==> src/rtl/bus_pkg.sv <==
// Shared definitions for the common-bus arbiter: default sizes, helper, state type, source codes.
package bus_pkg;

  localparam int N_SRC_DEF = 7;
  localparam int SEL_W_DEF = 3;
  localparam int CNT_W_DEF = 8;

  // Ceiling log2, never below 1 so derived widths stay legal for tiny configurations.
  function automatic int clog2(input int value);
    int r;
    r = 1;
    while ((1 << r) < value) r++;
    return r;
  endfunction

  typedef enum logic {
    IDLE  = 1'b0,
    GRANT = 1'b1
  } arb_state_t;

  // Select codes of the basic computer's bus sources (0 = nobody drives the bus).
  localparam logic [2:0] SEL_NONE = 3'd0;
  localparam logic [2:0] SEL_AR   = 3'd1;
  localparam logic [2:0] SEL_PC   = 3'd2;
  localparam logic [2:0] SEL_DR   = 3'd3;
  localparam logic [2:0] SEL_AC   = 3'd4;
  localparam logic [2:0] SEL_IR   = 3'd5;
  localparam logic [2:0] SEL_TR   = 3'd6;
  localparam logic [2:0] SEL_MEM  = 3'd7;

endpackage

==> src/rtl/rr_pick.sv <==
// Combinational winner selection: fixed priority (highest index) or round-robin
// starting just above ptr, built as a masked double-priority pick.
module rr_pick #(
  parameter int N_SRC = 7,
  parameter int PTR_W = 3
) (
  input  logic [N_SRC-1:0] req_i,
  input  logic [PTR_W-1:0] ptr_i,
  input  logic             rr_en_i,
  output logic [PTR_W-1:0] win_o,
  output logic             valid_o,
  output logic             multi_o
);

  logic [N_SRC-1:0] mask;
  logic [N_SRC-1:0] masked;
  logic [PTR_W-1:0] hi_win;
  logic [PTR_W-1:0] lo_req_win;
  logic [PTR_W-1:0] lo_mask_win;

  // Priority encoders: highest set bit, lowest set bit, lowest set bit above ptr.
  always_comb begin
    mask        = '0;
    hi_win      = '0;
    lo_req_win  = '0;
    lo_mask_win = '0;
    for (int i = 0; i < N_SRC; i++) begin
      mask[i] = (PTR_W'(i) > ptr_i);
    end
    masked = req_i & mask;
    for (int i = 0; i < N_SRC; i++) begin
      if (req_i[i]) hi_win = PTR_W'(i);
    end
    for (int i = N_SRC - 1; i >= 0; i--) begin
      if (req_i[i])  lo_req_win  = PTR_W'(i);
      if (masked[i]) lo_mask_win = PTR_W'(i);
    end
    if (!rr_en_i)      win_o = hi_win;
    else if (|masked)  win_o = lo_mask_win;
    else               win_o = lo_req_win;   // nothing above ptr: wrap to the bottom
    valid_o = |req_i;
    // Clearing the lowest set bit leaves something only if two or more were set.
    multi_o = |(req_i & (req_i - 1'b1));
  end

endmodule

==> src/rtl/bus_arbiter.sv <==
// Registered common-bus arbiter: select code + one-hot grant, lockable grants,
// fixed/round-robin modes and sticky conflict flag with saturating counter.
module bus_arbiter
  import bus_pkg::*;
#(
  parameter int N_SRC = N_SRC_DEF,
  parameter int SEL_W = SEL_W_DEF,
  parameter int CNT_W = CNT_W_DEF
) (
  input  logic             clk,
  input  logic             rst_n,
  input  logic [N_SRC-1:0] req_i,
  input  logic             lock_i,
  input  logic             rr_en_i,
  input  logic             clr_err_i,
  output logic [SEL_W-1:0] sel_o,
  output logic [N_SRC-1:0] gnt_o,
  output logic             busy_o,
  output logic             conflict_o,
  output logic [CNT_W-1:0] conflict_cnt_o
);

  localparam int PTR_W = clog2(N_SRC);

  // Every source code 1..N_SRC must be representable on sel.
  if ((2 ** SEL_W) <= N_SRC) begin : g_bad_sel_w
    $error("bus_arbiter: SEL_W too narrow for N_SRC");
  end

  arb_state_t       state_q, state_d;
  logic [SEL_W-1:0] sel_q, sel_d;
  logic [N_SRC-1:0] gnt_q, gnt_d;
  logic             busy_q, busy_d;
  logic [PTR_W-1:0] ptr_q, ptr_d;
  logic             conflict_q, conflict_d;
  logic [CNT_W-1:0] cnt_q, cnt_d;

  logic [PTR_W-1:0] win;
  logic             any_req;
  logic             multi_req;
  logic             hold;

  rr_pick #(
    .N_SRC (N_SRC),
    .PTR_W (PTR_W)
  ) u_pick (
    .req_i   (req_i),
    .ptr_i   (ptr_q),
    .rr_en_i (rr_en_i),
    .win_o   (win),
    .valid_o (any_req),
    .multi_o (multi_req)
  );

  // A locked grantee that keeps requesting freezes the arbiter for this edge.
  assign hold = (state_q == GRANT) && lock_i && |(req_i & gnt_q);

  // State and output registers; reset acts immediately, mid-transfer included.
  always_ff @(posedge clk or negedge rst_n) begin
    if (!rst_n) begin
      state_q    <= IDLE;
      sel_q      <= '0;
      gnt_q      <= '0;
      busy_q     <= 1'b0;
      ptr_q      <= PTR_W'(N_SRC - 1);
      conflict_q <= 1'b0;
      cnt_q      <= '0;
    end else begin
      state_q    <= state_d;
      sel_q      <= sel_d;
      gnt_q      <= gnt_d;
      busy_q     <= busy_d;
      ptr_q      <= ptr_d;
      conflict_q <= conflict_d;
      cnt_q      <= cnt_d;
    end
  end

  // Next state: hold keeps GRANT, otherwise any request grants and none idles.
  always_comb begin
    state_d = state_q;
    if (!hold) state_d = any_req ? GRANT : IDLE;
  end

  // Next grant/select/pointer and conflict accounting.
  always_comb begin
    sel_d      = sel_q;
    gnt_d      = gnt_q;
    busy_d     = busy_q;
    ptr_d      = ptr_q;
    conflict_d = clr_err_i ? 1'b0 : conflict_q;
    cnt_d      = clr_err_i ? '0   : cnt_q;
    if (!hold) begin
      if (any_req) begin
        gnt_d  = {{(N_SRC-1){1'b0}}, 1'b1} << win;
        sel_d  = SEL_W'(win) + SEL_W'(1);
        busy_d = 1'b1;
        ptr_d  = win;
      end else begin
        gnt_d  = '0;
        sel_d  = '0;
        busy_d = 1'b0;
      end
      // Counting after the clear makes a same-edge conflict land on exactly 1.
      if (multi_req) begin
        conflict_d = 1'b1;
        if (cnt_d != {CNT_W{1'b1}}) cnt_d = cnt_d + CNT_W'(1);
      end
    end
  end

  assign sel_o          = sel_q;
  assign gnt_o          = gnt_q;
  assign busy_o         = busy_q;
  assign conflict_o     = conflict_q;
  assign conflict_cnt_o = cnt_q;

endmodule

==> config.mk <==
export PLATFORM = sky130hd
export DESIGN_NAME = bus_arbiter
export DESIGN_NICKNAME = d
export VERILOG_FILES = /design/src/rtl/bus_pkg.sv /design/src/rtl/rr_pick.sv /design/src/rtl/bus_arbiter.sv
export SDC_FILE = /design/constraint.sdc
export NUM_CORES = 1
export LEC_CHECK = 0
export BUFFER_PORTS_ARGS = -buffer_cell sky130_fd_sc_hd__buf_2
export CAP_MARGIN = 20
export CORE_AREA = 2 2 64 66
export CTS_CLUSTER_DIAMETER = 40
export DETAILED_ROUTE_END_ITERATION = 6
export DIE_AREA = 0 0 66 68
export PLACE_DENSITY_LB_ADDON = 0.25
export SLEW_MARGIN = 5
export SYNTH_ARGS = -nofsm -noshare
export SYNTH_HDL_FRONTEND = slang
export SYNTH_SLANG_ARGS = --single-unit
export TNS_END_PERCENT = 10
==> constraint.sdc <==
create_clock -name clk -period 2.5 [get_ports clk]
set_input_delay 0.375 -clock clk [delete_from_list [all_inputs] [get_ports clk]]
set_output_delay 0.375 -clock clk [all_outputs]
set_load 0.1 [all_outputs]
==> impl_results.md, run 1 <==
- FP Rows: 23
- Pwr/cell area: 1320 mW/mm^2
- Max Cap Violations: 0
- Dpl cells: 248
- Clock Sinks: 23
- DR WL met3: 160 um
- Setup slack after layout: 0.2248 ns
- DRC Markers: 0
- Main synth FF type: dfrtp_1
- Post-CTS Setup Bufs: 0
- Psw: 1.338 mW
- Critical setup path kind: register to register
- Status: finished clean
- Int Power: 0.9951 mW
- Gpl congestion: 0.8319
- Dominant cell type by area after synthesis: dfrtp_1
- Number of cells produced by synthesis: 165
- Syn_nets: 183
- Max Used Layer: met4
- Layout cell share with drive strength beyond 1: 0.2723
- Yosys top cell area share: 0.3605
- Clock power share: 0.099
- Top-Level Pins: 32
- WL final: 3.776 mm
- Clock root buffer: clkbuf_8
- Register area share after synthesis: 0.3966
- Final hold vios: 0
- Initial Utilization: 0.3780
- DR iter-0 viols: 92
- Global route overflow: 0
- CP Launch Type: register
- DIE HEIGHT: 68 um
- Unrepaired setup endpoints after global routing: false
- Relative slew margins: 0.6575
- First-pass iteration count of the detailed router: 4
- Area Growth Syn to Fin: 21.29%
- Final setup fails: 0
- H-tree depth: 1
- Static Leakage: 0.8703 nW
- Largest net degree at the start of global routing: 24
- WL/cell: 14.98 um
- Final Skew: 0.004832 ns
- Mapped cell area: 0.001458 sq mm
- Port-buffer cells: 31
- Met2 WL post-DR: 1.807 mm
- Cell variety after synth: 48
- Slowest-stage cell, CP: dfstp_2
- Post-DP HPWL: 2.899 mm
- Diodes inserted: 0
- Synth Warn #: 0
- Vias in the first global route: 1,276
- Die Wd: 66 um
- Switching Fraction: 0.5735
- Finished Core Util: 0.4585
- CP delay by family, top: compound AO/OA/AOI/OAI gates
- CP Max Fanout: 11
- Met1 Routed Length: 1.746 mm
- Max Clk Rate: 0.4395 GHz
- Gr usage total: 0.1780
- Max incr delay on CP: 0.64 ns
- CTS buffer count: 3
- Die Area: 0.004488 sq mm
- Ranking of synthesized cells by area: dfrtp_1 36%, ha_1 5.2%, nand2_1 4.9%
- Core area: 0.003856 sq mm
- Vias per cell: 5.496
- Pwr Total: 2.333 mW
- CTS tree: done
- Hold Crit Class: input port to async pin
- Avg Cell Area, Syn: 8.834 sq um
- EDFF count, synth: 0
- Initial antenna violation count: 0
- Worst Tran Pin Value: 0.5138 ns
- Async set-reset flop share out of synthesis: 1.000
- Post-route ant nets: 0
- Global-route wire length before repair: 6.147 mm
- Via count: 1,385
- Clk buf depth: 2
- Combinational share of power: 0.624
- Fin crit period: 2.275 ns
- Tcrit/Tclk final: 0.9101
- Placement Setup Slack: -0.02826 ns
- VDD IR-drop max: 0.8480 mV
- Post-Layout Cell Count: 252
- FF+latch count, synth: 23
- CP required: 2.66 ns
- Sequential share of power: 0.277
- Net count, final: 221
- Fin. max-slew vios: 0
- CP Cell Sequence: nor2b_1, a2bb2oi_1, o21ai_1, nand2b_1, o211ai_1, inv_1, ha_1, o31ai_1
- Clock transition at path regs: 0.08 ns
- Clk_lat worst skew: 0.26 ns
- Worst Path Arrival: 2.43 ns
- Endpoint class of the critical path: register
- WP buf/inv: 1
[per-stage QoR]
stage / TNS [ns] / hold WS, ns / area, sq um
final: 0 / 0.07487 / 1768
after global routing: 0 / 0.1049 / 1768
after CTS: 0 / 0.09103 / 1768
after detailed placement: -0.02826 / 0.3794 / 1723
after global placement: 0 / 0.3668 / 1723
after floorplan: 0 / 0.07941 / 1460
[cell type report]
cell class              instances  area, sq um
clock buffers                   4        45.04
fillers                       390         2088
inverters                       9        33.78
multi-input cells             123        800.8
flip-flops and latches         23        580.6
well taps                      50        62.56
repair buffers                 43        245.2
[synthesized netlist by cell type (2+ instances only)]
cell type	n
a21oi_1	9
a222oi_1	2
a22o_1	4
a22oi_1	2
and2_1	4
and3_1	4
clkbuf_1	9
dfrtp_1	21
dfstp_2	2
ha_1	6
inv_1	8
mux2_1	3
nand2_1	19
nand3_1	6
nor2_1	13
nor2b_1	6
nor3_1	3
nor3b_1	3
o21ai_0	5
o21ai_1	2
o221ai_1	2
o31ai_1	5
xnor2_1	2
[cell families after synthesis]
| family | count (synthesis) | synth area share |
|---|---|---|
| and+or+nand+nor | 66 | 0.2352 |
| AOI/OAI and AO/OA | 44 | 0.2129 |
| DFF | 23 | 0.3966 |
| buffers and inverters | 19 | 0.05407 |
| adders and majority gates | 6 | 0.05150 |
| muxes | 5 | 0.03777 |
| xor gates and xnor gates | 2 | 0.01202 |
[worst paths after layout]
kind / start / end / slack, ns / cells after the start
worst min-delay path: rst_n / sel_o[1]$_DFFE_PN0N_ / 0.07 / 1
max in group asynchronous: rst_n / gnt_o[2]$_DFFE_PN0N_ / 2.05 / 1
worst max-delay path: ptr_q[2]$_DFFE_PN1P_ / sel_o[1]$_DFFE_PN0N_ / 0.22 / 8
min in group clk: clr_err_i / conflict_cnt_o[6]$_DFF_PN0_ / 0.37 / 2
worst max register to register: ptr_q[2]$_DFFE_PN1P_ / sel_o[1]$_DFFE_PN0N_ / 0.22 / 8
worst min register to register: sel_o[2]$_DFFE_PN0N_ / sel_o[2]$_DFFE_PN0N_ / 0.48 / 2
[power by group through the flow]
stage               clock network [mW]  logic, mW  registers (mW)
finish                           0.231       1.46           0.646
global route                     0.252       1.55           0.665
CTS                              0.237       1.46           0.642
detailed placement                   0       1.46           0.650
global placement                     0       1.44           0.647
floorplan                            0      0.487            1.27
[registers in the layout, indices dropped and copies added, names as in the netlist]
| name | flops |
|---|---|
| gnt_o | 7 |
| sel_o | 3 |
| busy_o | 1 |
| conflict_cnt_o | 8 |
| ptr_q | 3 |
| conflict_o | 1 |
[cells in the final DEF (no fill, tap or decap), drive strengths merged, types with 3 or more instances in the layout]
| cell type | n |
|---|---|
| buf | 43 |
| dfrtp | 21 |
| nand2 | 19 |
| nor2 | 13 |
| a21oi | 9 |
| inv | 9 |
| o21ai | 7 |
| nor2b | 6 |
| nand3 | 6 |
| ha | 6 |
| o31ai | 5 |
| and2 | 4 |
| and3 | 4 |
| a22o | 4 |
| nor3 | 4 |
| mux2 | 4 |
| clkbuf | 4 |
| nor3b | 3 |
[what timing repair did]
| item | CTS | global route |
|---|---|---|
| endpoints found under the setup margin | 0 | 1 |
| hold buffers | 0 | 0 |
| gates resized for setup | 0 | 0 |
[layer usage]
layer | vias up | global-route usage
li1 | 673 | -
met1 | 673 | 0.2446
met2 | 32 | 0.2942
met3 | 7 | 0.01480
met4 | 0 | 0.06633
met5 | - | 0
No activity file was read; power rests on OpenSTA's default activity.
==> inputs of run 2 (changes only) <==
--- a/config.mk
+++ b/config.mk
@@ -5,12 +5,13 @@
 export SDC_FILE = /design/constraint.sdc
 export NUM_CORES = 1
 export LEC_CHECK = 0
+export ABC_AREA = 1
 export BUFFER_PORTS_ARGS = -buffer_cell sky130_fd_sc_hd__buf_2
 export CAP_MARGIN = 20
-export CORE_AREA = 2 2 64 66
+export CORE_AREA = 2 2 69 71
 export CTS_CLUSTER_DIAMETER = 40
 export DETAILED_ROUTE_END_ITERATION = 6
-export DIE_AREA = 0 0 66 68
+export DIE_AREA = 0 0 71 73
 export PLACE_DENSITY_LB_ADDON = 0.25
 export SLEW_MARGIN = 5
 export SYNTH_ARGS = -nofsm -noshare
==> run 2 against run 1 <==
Compared with the run above:
- clock skew fell by 0.0029 ns
- final cell count rose by 29%
- final area rose by 11%
- via count rose by 13%
- power fell by 1.2%
- count of clock-buffer cells in the layout fell by 1
- worst setup slack improved by 0.21 ns
- die area rose by 15%
- non-clock buffer count fell by 12
- register-to-register slack improved by 0.21 ns
- flip-flop and latch count did not move
- critical endpoint is now sel_o[2]$_DFFE_PN0N_
- largest cell class unchanged
==> impl_results.md, run 2 <==
- Status: finished clean
- Clock Sinks: 23 (unchanged)
- Diodes inserted: 0 (unchanged)
- Final hold vios: 0 (unchanged)
- Core area: 0.004536 sq mm (+18%)
- FF+latch count, synth: 23 (unchanged)
- Main synth FF type: dfrtp_1
- Worst reg-to-reg path cell count: 11 (+3)
- DR iter-0 viols: 55 (-40%)
- Dominant cell type by area after synthesis: dfrtp_1
- Clock root buffer: clkbuf_8
- CTS buffer count: 3 (unchanged)
- Static Leakage: 1.088 nW (+25%)
- Post_cts resized: 0 (unchanged)
- Gr usage total: 0.1629 (-0.01508)
- Commonest cells after routing, fill and taps aside: 78 x nand2_1, 31 x buf_2, 30 x inv_1
- Unrepaired setup endpoints after global routing: false
- DIE HEIGHT: 73 um (+7.4%)
- VDD IR-drop max: 0.5579 mV (-34%)
- Net count, final: 289 (+31%)
- Die Area: 0.005183 sq mm (+15%)
- Placed Area: 0.001914 sq mm (+11%)
- Fin. max-slew vios: 0 (unchanged)
- Die Wd: 71 um (+7.6%)
- Hold Crit Class: input port to async pin
- Most frequent cell after synthesis: nand2_1
- Filler cells: 490 (+26%)
- Ranking of synthesized cells by area: dfrtp_1 31%, nand2_1 17%, inv_1 6.6%
- Vias in the first global route: 1,491 (+17%)
- WL/cell: 12.38 um (-17%)
- R2R Path End: sel_o[2]$_DFFE_PN0N_
- EDFF count, synth: 0 (unchanged)
- Async set-reset flop share out of synthesis: 1.000 (unchanged)
- Relative slew margins: 0.6331 (-0.02439)
- Setup slack after layout: 0.4348 ns (+0.2099 ns)
- Via count: 1,565 (+13%)
- R2R Path Start: ptr_q[1]$_DFFE_PN1P_
- Final Skew: 0.001928 ns (-0.002903 ns)
- Tcrit/Tclk final: 0.8261 (-0.08397)
- Top-Level Pins: 32 (unchanged)
- Clk buf depth: 2 (unchanged)
- Placement Setup Slack: 0.5088 ns (+0.5371 ns)
- WL final: 4.010 mm (+6.2%)
- Yosys top cell area share: 0.3066 (-0.05395)
- Register area: 578.1 sq um (-0.43%)
- CP required: 2.70 ns (+0.04 ns)
- Layout cell share with drive strength beyond 1: 0.2667 (-0.005611)
- Clk_lat worst skew: 0.27 ns (about the same)
- Pwr Total: 2.304 mW (-1.2%)
- Port-buffer cells: 31 (unchanged)
- Gpl congestion: 0.8664 (+4.1%)
- FP Rows: 25 (+8.7%)
- Cell variety after synth: 29 (-40%)
- Worst Path Arrival: 2.26 ns (-0.17 ns)
- Post-route ant nets: 0 (unchanged)
- Max reg flops: 8 (unchanged)
- Area Growth Syn to Fin: 14.38%
- Syn_nets: 255 (+39%)
- Final instance area: 0.001961 sq mm (+11%)
- Clock transition at path regs: 0.09 ns (about the same)
- Max Cap Violations: 0 (unchanged)
- Endpoint class of the critical path: register
- Commonest cells in the netlist: 78 x nand2_1, 30 x inv_1, 21 x dfrtp_1
- Fin crit period: 2.065 ns (-0.2099 ns)
- CP Max Fanout: 6 (-5)
- Critical setup path kind: register to register
- Critical path endpoint: sel_o[2]$_DFFE_PN0N_
- Post-DP HPWL: 3.162 mm (+9.1%)
- Setup slack, reg-to-reg: 0.43 ns (+0.21 ns)
- CP startpoint: ptr_q[1]$_DFFE_PN1P_
- Post-CTS Setup Bufs: 0 (unchanged)
- CP Launch Type: register
- Largest net degree at the start of global routing: 24 (unchanged)
- Vias per cell: 4.830 (-12%)
- Number of cells produced by synthesis: 237 (+44%)
- Initial antenna violation count: 0 (unchanged)
- CTS tree: done
- Register area share after synthesis: 0.3372 (-0.05934)
- Synth Warn #: 0 (unchanged)
- Hold WS: 0.07885 ns (+0.003976 ns)
- H-tree depth: 1 (unchanged)
- DRC Markers: 0 (unchanged)
- Global-route wire length before repair: 6.837 mm (+11%)
- Pwr/cell area: 1175 mW/mm^2 (-11%)
- Mapped cell area: 0.001714 sq mm (+18%)
- Max Clk Rate: 0.4842 GHz (+10%)
- Post-CTS Hold Fix Bufs: 0 (unchanged)
- Final setup fails: 0 (unchanged)
- Multi-input gate area: 960.9 sq um (+20%)
- Global route overflow: 0 (unchanged)
- First-pass iteration count of the detailed router: 4 (unchanged)
- Setup TNS: 0 ns (unchanged)
- Initial Utilization: 0.3779 (about the same)
- Commonest non-fill, non-tap cell in the layout: nand2_1
- Worst Tran Pin Value: 0.5503 ns (+0.03658 ns)
- Avg Cell Area, Syn: 7.233 sq um (-18%)
==> run 2: changes by cell type in the layout (fill, tap and decap cells not counted), sizes merged, moves of 5 or more <==
cell,change
o21ai,+11
o31ai,-5
nand3,+19
nor2b,-6
buf,-12
a21oi,-5
nand2,+67
inv,+31
nor2,+10
==> run 2: logic make-up after synthesis <==
family,count (synthesis),synth area share
compound gates,24,0.08760
xor+xnor,3,0.01533
fa+ha+maj,6,0.04379
buf+inv,42,0.1022
flops,23,0.3372
simple gates,139,0.4139
==> run 2: power by group <==
group	switching [mW]	total [mW]	leakage [nW]	internal (mW)
clock network	0.133	0.245	0.0255	0.112
registers	0.101	0.602	0.288	0.501
logic	1.17	1.46	0.775	0.285
total	1.41	2.30	1.09	0.898
==> run 2: layout make-up <==
class,count,share of cell area
multi-input cells,172,0.4901
flip-flops and latches,23,0.2948
repair buffers,31,0.07913
inverters,40,0.07786
well taps,54,0.03446
clock buffers,3,0.02106
clock inverters,1,0.002553
==> run 2: worst min path at each step <==
stage | startpoint | endpoint | slack [ns] | depth (start not counted)
after global placement | rst_n | conflict_cnt_o[4]$_DFF_PN0_ | 0.39 | 1
after global routing | rst_n | conflict_cnt_o[4]$_DFF_PN0_ | 0.12 | 1
after detailed placement | rst_n | conflict_cnt_o[4]$_DFF_PN0_ | 0.41 | 1
after CTS | rst_n | conflict_cnt_o[4]$_DFF_PN0_ | 0.11 | 1
final | rst_n | conflict_cnt_o[3]$_DFF_PN0_ | 0.08 | 1
after floorplan | rst_n | busy_o$_DFFE_PN0N_ | 0.08 | 0
==> run 2: per-stage QoR <==
| step | instances | util |
|---|---|---|
| after detailed placement | 320 | 0.4221 |
| final | 324 | 0.4323 |
| after CTS | 324 | 0.4323 |
| after floorplan | 237 | - |
| after global routing | 324 | 0.4323 |
| after global placement | 320 | 0.4221 |
==> run 2: critical path, cell delays in order, from the launching register on <==
cell	delay, ns
dfstp_2	0.60
inv_1	0.05
nand3_1	0.11
nand3_1	0.12
nor2_1	0.19
nand3_1	0.10
nand3_1	0.11
nand2_1	0.10
inv_1	0.11
ha_1	0.16
ha_1	0.22
o21ai_1	0.14
==> run 2: layer usage <==
| metal | wire, um | up-vias | GRT usage |
|---|---|---|---|
| met5 | 0 | - | 0 |
| met2 | 1817 | 28 | 0.2648 |
| met4 | 64 | 0 | 0.04612 |
| li1 | - | 810 | - |
| met1 | 1988 | 723 | 0.2301 |
| met3 | 140 | 4 | 0.01796 |
